<file path="config.mk">
export PLATFORM = sky130hd
export DESIGN_NAME = boa_uart_dbg_bridge
export DESIGN_NICKNAME = d
export VERILOG_FILES = /design/src/rtl/boa_uart_dbg_bridge.sv
export SDC_FILE = /design/constraint.sdc
export NUM_CORES = 1
export LEC_CHECK = 0
export ABC_CLOCK_PERIOD_IN_PS = 2250
export CORE_MARGIN = 1
export CORE_UTILIZATION = 45
export CTS_BUF_LIST = sky130_fd_sc_hd__clkbuf_8
export CTS_CLUSTER_DIAMETER = 40
export DETAILED_ROUTE_END_ITERATION = 16
export PLACE_DENSITY = 0.66
export SETUP_SLACK_MARGIN = 0.4
export SLEW_MARGIN = 10
export SYNTH_ARGS = -nofsm -noshare
export SYNTH_HDL_FRONTEND = slang
export SYNTH_SLANG_ARGS = --single-unit
</file>
<file path="constraint.sdc">
create_clock -name clk -period 2.25 [get_ports clk]
set_input_delay 0.45 -clock clk [delete_from_list [all_inputs] [get_ports clk]]
set_output_delay 0.45 -clock clk [all_outputs]
set_load 0.05 [all_outputs]
</file>
<file path="src/rtl/boa_uart_dbg_bridge.sv">
// UART-to-bus debug bridge: framed W/R/P command packets on rxd become single-word bus
// transactions, and the results go back on txd. Optional inter-byte timeout: BOA_UART_BRIDGE_TIMEOUT_EN.

module unbuffered_uart_rx #(
  parameter int clk_div = 1250,
  parameter int dlen    = 16
) (
  input  logic       clk,
  input  logic       rst,
  input  logic       rxd,
  output logic       rx_trig,
  output logic [7:0] rx_data
);
  localparam int DIV = (clk_div == 0) ? 1 : clk_div;
  localparam logic [dlen-1:0] LAST = dlen'(DIV - 1);
  localparam logic [dlen-1:0] HALF = dlen'((DIV - 1) / 2);

  typedef enum logic [1:0] {RX_IDLE, RX_START, RX_DATA, RX_STOP} rx_state_t;

  rx_state_t       state_reg;
  logic [1:0]      sync_reg;
  logic [dlen-1:0] cnt_reg;
  logic [2:0]      bit_reg;
  logic [7:0]      sh_reg;
  logic            rxd_s;

  assign rxd_s = sync_reg[1];

  always_ff @(posedge clk) begin
    if (rst) begin
      state_reg <= RX_IDLE;
      sync_reg  <= 2'b11;
      cnt_reg   <= '0;
      bit_reg   <= '0;
      sh_reg    <= '0;
      rx_trig   <= 1'b0;
      rx_data   <= '0;
    end else begin
      sync_reg <= {sync_reg[0], rxd};
      rx_trig  <= 1'b0;
      case (state_reg)
        RX_IDLE: begin
          cnt_reg <= '0;
          if (!rxd_s) state_reg <= RX_START;
        end
        RX_START: begin
          // Re-check the start bit near its centre to reject glitches.
          if (cnt_reg == HALF) begin
            cnt_reg   <= '0;
            bit_reg   <= '0;
            state_reg <= rxd_s ? RX_IDLE : RX_DATA;
          end else begin
            cnt_reg <= cnt_reg + 1'b1;
          end
        end
        RX_DATA: begin
          if (cnt_reg == LAST) begin
            cnt_reg <= '0;
            sh_reg  <= {rxd_s, sh_reg[7:1]};
            bit_reg <= bit_reg + 1'b1;
            if (bit_reg == 3'd7) state_reg <= RX_STOP;
          end else begin
            cnt_reg <= cnt_reg + 1'b1;
          end
        end
        default: begin
          if (cnt_reg == LAST) begin
            cnt_reg   <= '0;
            state_reg <= RX_IDLE;
            if (rxd_s) begin
              rx_trig <= 1'b1;
              rx_data <= sh_reg;
            end
          end else begin
            cnt_reg <= cnt_reg + 1'b1;
          end
        end
      endcase
    end
  end
endmodule

module unbuffered_uart_tx #(
  parameter int clk_div = 1250,
  parameter int dlen    = 16
) (
  input  logic       clk,
  input  logic       rst,
  input  logic       tx_trig,
  input  logic [7:0] tx_data,
  output logic       txd,
  output logic       busy
);
  localparam int DIV = (clk_div == 0) ? 1 : clk_div;
  localparam logic [dlen-1:0] LAST = dlen'(DIV - 1);

  logic [dlen-1:0] cnt_reg;
  logic [3:0]      bit_reg;
  logic [8:0]      sh_reg;

  always_ff @(posedge clk) begin
    if (rst) begin
      txd     <= 1'b1;
      busy    <= 1'b0;
      cnt_reg <= '0;
      bit_reg <= '0;
      sh_reg  <= '1;
    end else if (!busy) begin
      if (tx_trig) begin
        txd     <= 1'b0;
        sh_reg  <= {1'b1, tx_data};
        busy    <= 1'b1;
        cnt_reg <= '0;
        bit_reg <= '0;
      end
    end else if (cnt_reg == LAST) begin
      cnt_reg <= '0;
      // bit_reg 9 is the stop bit; busy drops at its end.
      if (bit_reg == 4'd9) begin
        busy <= 1'b0;
        txd  <= 1'b1;
      end else begin
        txd     <= sh_reg[0];
        sh_reg  <= {1'b1, sh_reg[8:1]};
        bit_reg <= bit_reg + 1'b1;
      end
    end else begin
      cnt_reg <= cnt_reg + 1'b1;
    end
  end
endmodule

module boa_uart_dbg_bridge #(
  parameter int clk_div = 1250,
  parameter int dlen    = 16,
  parameter int timeout = 1048575
) (
  input  logic        clk,
  input  logic        rst,
  output logic [29:0] bus_addr,
  output logic [3:0]  bus_we,
  output logic [31:0] bus_wdata,
  output logic        bus_re,
  input  logic        bus_ready,
  input  logic [31:0] bus_rdata,
  input  logic        rxd,
  output logic        txd,
  output logic        busy
);
  typedef enum logic [1:0] {S_IDLE, S_ARG, S_BUS, S_RESP} state_t;

  state_t      state_reg;
  logic [63:0] arg_sr_reg;
  logic [2:0]  arg_cnt_reg;
  logic        is_write_reg;
  logic [23:0] resp_sr_reg;
  logic [1:0]  resp_cnt_reg;
  logic        tx_trig_reg;
  logic [7:0]  tx_data_reg;
  logic        tx_ack_q_reg;
  logic        busy_reg;
  logic [29:0] addr_reg;
  logic [3:0]  we_reg;
  logic [31:0] wdata_reg;
  logic        re_reg;

  logic        rx_trig;
  logic [7:0]  rx_data;
  logic        tx_ack;
  logic [63:0] arg_next;

  unbuffered_uart_rx #(.clk_div(clk_div), .dlen(dlen)) u_rx (
    .clk(clk), .rst(rst), .rxd(rxd), .rx_trig(rx_trig), .rx_data(rx_data)
  );

  unbuffered_uart_tx #(.clk_div(clk_div), .dlen(dlen)) u_tx (
    .clk(clk), .rst(rst), .tx_trig(tx_trig_reg), .tx_data(tx_data_reg),
    .txd(txd), .busy(tx_ack)
  );

  // Arguments shift in from the top, so after the final byte the packet sits little-endian.
  assign arg_next = {rx_data, arg_sr_reg[63:8]};

`ifdef BOA_UART_BRIDGE_TIMEOUT_EN
  localparam logic [19:0] TO_LIMIT = 20'(timeout);
  logic [19:0] to_cnt_reg;

  always_ff @(posedge clk) begin
    if (rst) to_cnt_reg <= '0;
    else     to_cnt_reg <= (state_reg == S_ARG && !rx_trig) ? to_cnt_reg + 1'b1 : '0;
  end
`else
  logic [19:0] unused_timeout;
  assign unused_timeout = 20'(timeout);
`endif

  always_ff @(posedge clk) begin
    if (rst) begin
      state_reg    <= S_IDLE;
      arg_sr_reg   <= '0;
      arg_cnt_reg  <= '0;
      is_write_reg <= 1'b0;
      resp_sr_reg  <= '0;
      resp_cnt_reg <= '0;
      tx_trig_reg  <= 1'b0;
      tx_data_reg  <= '0;
      tx_ack_q_reg <= 1'b0;
      busy_reg     <= 1'b0;
      addr_reg     <= '0;
      we_reg       <= '0;
      wdata_reg    <= '0;
      re_reg       <= 1'b0;
    end else begin
      tx_trig_reg  <= 1'b0;
      tx_ack_q_reg <= tx_ack;
      busy_reg     <= (state_reg != S_IDLE);
      case (state_reg)
        S_IDLE: begin
          if (rx_trig) begin
            arg_cnt_reg <= '0;
            case (rx_data)
              8'h57: begin is_write_reg <= 1'b1; state_reg <= S_ARG; end
              8'h52: begin is_write_reg <= 1'b0; state_reg <= S_ARG; end
              default: begin
                tx_data_reg  <= (rx_data == 8'h50) ? 8'hA5 : 8'h15;
                tx_trig_reg  <= 1'b1;
                resp_cnt_reg <= '0;
                state_reg    <= S_RESP;
              end
            endcase
          end
        end
        S_ARG: begin
          if (rx_trig) begin
            arg_sr_reg <= arg_next;
            if (arg_cnt_reg == (is_write_reg ? 3'd7 : 3'd3)) begin
              state_reg <= S_BUS;
              if (is_write_reg) begin
                addr_reg  <= arg_next[31:2];
                wdata_reg <= arg_next[63:32];
                we_reg    <= 4'b1111;
              end else begin
                addr_reg <= arg_next[63:34];
                re_reg   <= 1'b1;
              end
            end else begin
              arg_cnt_reg <= arg_cnt_reg + 1'b1;
            end
          end
`ifdef BOA_UART_BRIDGE_TIMEOUT_EN
          else if (to_cnt_reg == TO_LIMIT) state_reg <= S_IDLE;
`endif
        end
        S_BUS: begin
          if (bus_ready) begin
            re_reg      <= 1'b0;
            we_reg      <= '0;
            tx_trig_reg <= 1'b1;
            state_reg   <= S_RESP;
            if (is_write_reg) begin
              tx_data_reg  <= 8'h06;
              resp_cnt_reg <= '0;
            end else begin
              tx_data_reg  <= bus_rdata[7:0];
              resp_sr_reg  <= bus_rdata[31:8];
              resp_cnt_reg <= 2'd3;
            end
          end
        end
        default: begin
          // Falling TX busy marks the end of a stop bit: chain the next reply byte or finish.
          if (tx_ack_q_reg && !tx_ack) begin
            if (resp_cnt_reg == 2'd0) begin
              state_reg <= S_IDLE;
            end else begin
              tx_data_reg  <= resp_sr_reg[7:0];
              resp_sr_reg  <= {8'h00, resp_sr_reg[23:8]};
              resp_cnt_reg <= resp_cnt_reg - 1'b1;
              tx_trig_reg  <= 1'b1;
            end
          end
        end
      endcase
    end
  end

  assign bus_addr  = addr_reg;
  assign bus_we    = we_reg;
  assign bus_wdata = wdata_reg;
  assign bus_re    = re_reg;
  assign busy      = busy_reg;
endmodule
</file>
==> metrics <==
status finished, final reports clean; total leakage power about 0.0044 µW; worst-margin pin slew 0.6547 ns; Yosys warnings 0; Max Slew Vio Count 0; dpl cells 1466; Tot Pwr roughly 9700 µW; total number of vias 8590; switching share of power 26.81%; complex-gate fraction of the synthesized area 17.88%; CP required 2.65 ns; met1 usage 30.99%; initial antenna violation count 0; # IOs 105; Die Y between 100 and 150 µm; met3 usage 3.466%; CP max-delay cell or4_4; vias in the first global route 7955; sw power 2597 µW; reg2reg start u_rx.cnt_reg[12]; clk_skew 0.01582 ns; Hold WS about 0.31 ns; FP Rows 53; Root Buffer clkbuf_8; Layout Nets 1341; post-synthesis xor/xnor area fraction 1.448%; Overall Global Routing Usage 22.34%; Post-Synth Simple-Gate Area approximately a fifth; Int Power between 7000 and 8000 µW; WL/cell 15.93 µm; Hold Path Class in -> reg; clock sinks 231; initial DRC count 646; Worst setup SP type flop; Post-synth EDFFs 0; critical-path maximum fanout 6; CP cell instances or4_4 > o41ai_4 > buf_4 > o211ai_1 > nand2_1 > a21oi_1; most frequent cell after synthesis nand2_1; DPL Wire Length around 15000 µm; fin util 60.97%; Worst Hold Depth 2; Reg clk slew, reported paths approximately 0.060 ns; hold buffers post-CTS 0; Flop pwr share 44.5%; DRC 0; post-route ant nets 0; Cell Area, Synth approximately 9700 µm²; Max Cap Viol 0; CTS max path bufs 3; Worst-Skew Late Latency 0.54 ns; filler-free cell count of the finished design 1591; WP data arrival 2.32 ns; top cells by count, synth 233 x nand2_1, 231 x dfxtp_1, 135 x a21oi_1, 105 x nor2_1, 66 x clkbuf_1; asr flop ratio synth 0%; crit path time final 1.925 ns; width of the die approximately 150 µm; FF-to-FF path depth 6; ratio of cells with drive above 1 in the final layout between 20 and 25%; largest family of logic cells by synthesized area simple AND/OR/NAND/NOR gates; share of the synthesized area in the top cell type 47.78%; Adder-Cell Fraction of Synth Area under 10%; syn_nets 1194; Crit path max-delay family simple AND/OR/NAND/NOR gates; Post-Syn Instances 1139; first drt pass iteration count 5; global-route wire length before repair 40190 µm; cts bufs inserted 40; initial core utilization 46.04%; hold wc startpoint rst; max reg flops 54; critical path's largest stage delay roughly 0.56 ns; met2 usage approximately 36%; Final setup viols 0; H-tree Lvls 2; Yosys cell types 66; Worst Setup SP u_rx.cnt_reg[12]; CTS tree built; final WL 25350 µm; Final period util between 80% and 90%; sum of buffers and inverters on the critical path 1; Fin. Hold Viols 0; Power Dens Cells 755.6 nW/µm²; Setup TNS 0 ns; grt ovf 0; Primary FF master, synth dfxtp_1; Logic pwr share 16.9%; stages on the worst setup path 6; IO Port Bufs 104; layer with the highest usage met2; Max-slew headroom between 50% and 60%; highest clock rate 519.4 MHz; largest net degree at the start of global routing 144; CP endpoint kind flop; Yosys reg bits 231; leading area contributor after synthesis dfxtp_1; routed vias/inst approximately 5.4; clock power share around two fifths; core area 21020 µm²; Seq/Total Area, Yosys a little under half; cells taking the most area after synthesis dfxtp_1 48%, nand2_1 9.0%, a21oi_1 7.0%, mux2i_1 5.6%, nor2_1 4.1%; area grow syn2layout 32.42%; mux contribution to synthesized area under 10%; post-synthesis average cell area 8.497 µm²; GPL Wtd Cong roughly 0.81; die area 22100 µm²; maximum VDD drop 0.4356 mV; diode count 0; RSZ-0062 raised after global routing true; Crit Path Category reg -> reg
-- cells by family after synthesis --
kind of cell,Yosys count
compound gates,272
xor+xnor,16
fa+ha+maj,19
buf+inv,101
flops,231
mux,55
simple gates,445
-- layout make-up --
| class | instances | area (µm²) |
|---|---|---|
| fillers | 1804 | 8205 |
| well taps | 275 | 344.1 |
| clock buffers | 52 | 715.7 |
| repair buffers | 186 | 1715 |
| clock inverters | 20 | 87.58 |
| multi-input cells | 808 | 5221 |
| inverters | 19 | 80.08 |
| flip-flops and latches | 231 | 4652 |
-- layer usage --
metal,share of wire [%],up-vias
li1,-,4290
met4,1.5,0
met3,4.6,34
met1,47,4079
met2,47,187
met5,0,-
-- power by group through the flow --
stage	Combinational, µW	Sequential [µW]	Clock [µW]
2_1_floorplan	742	4390	0
5_1_grt	1750	4320	4000
4_1_cts	1270	4300	3820
3_3_place_gp	1060	4380	0
3_5_place_dp	1080	4380	0
6_report	1630	4310	3740
-- through the flow --
stage | worst slack [ns] | area [µm²]
6_report | 0.3249 | 12820
5_1_grt | 0.2330 | 12820
4_1_cts | 0.2995 | 12510
3_5_place_dp | -0.1005 | 11060
3_3_place_gp | -0.06553 | 11060
2_1_floorplan | 0.2885 | 9709
-- timing repair --
item	4_1_cts	5_1_grt
resized for setup	268	107
pin swaps	45	35
setup endpoints to repair	246	160
cloned	4	3
buffers inserted	25	21
-- placed cells by master, fill, tap and decap left out, types with 13 or more instances in the layout --
cell and count:
nand2_1 219, dfxtp_1 217, a21oi_1 129, nor2_1 86, buf_4 55, mux2i_1 54
clkbuf_8 52, clkbuf_2 39, a211oi_1 37, clkdlybuf4s50_1 34, inv_1 27, nor3_1 17
nor2_4 17, clkdlybuf4s15_2 17, a211oi_2 15, nand2_2 13, nand4_1 13, o21ai_0 13
a31oi_1 13, ha_1 13
-- worst paths after layout --
check                                   endpoint  slack (ns)
worst min register to register  u_rx.sync_reg[1]        0.40
worst min-delay path                      bus_re        0.31
worst max register to register   u_rx.bit_reg[0]        0.32
worst max-delay path             u_rx.bit_reg[0]        0.32
(Power assumes the default switching activity.)
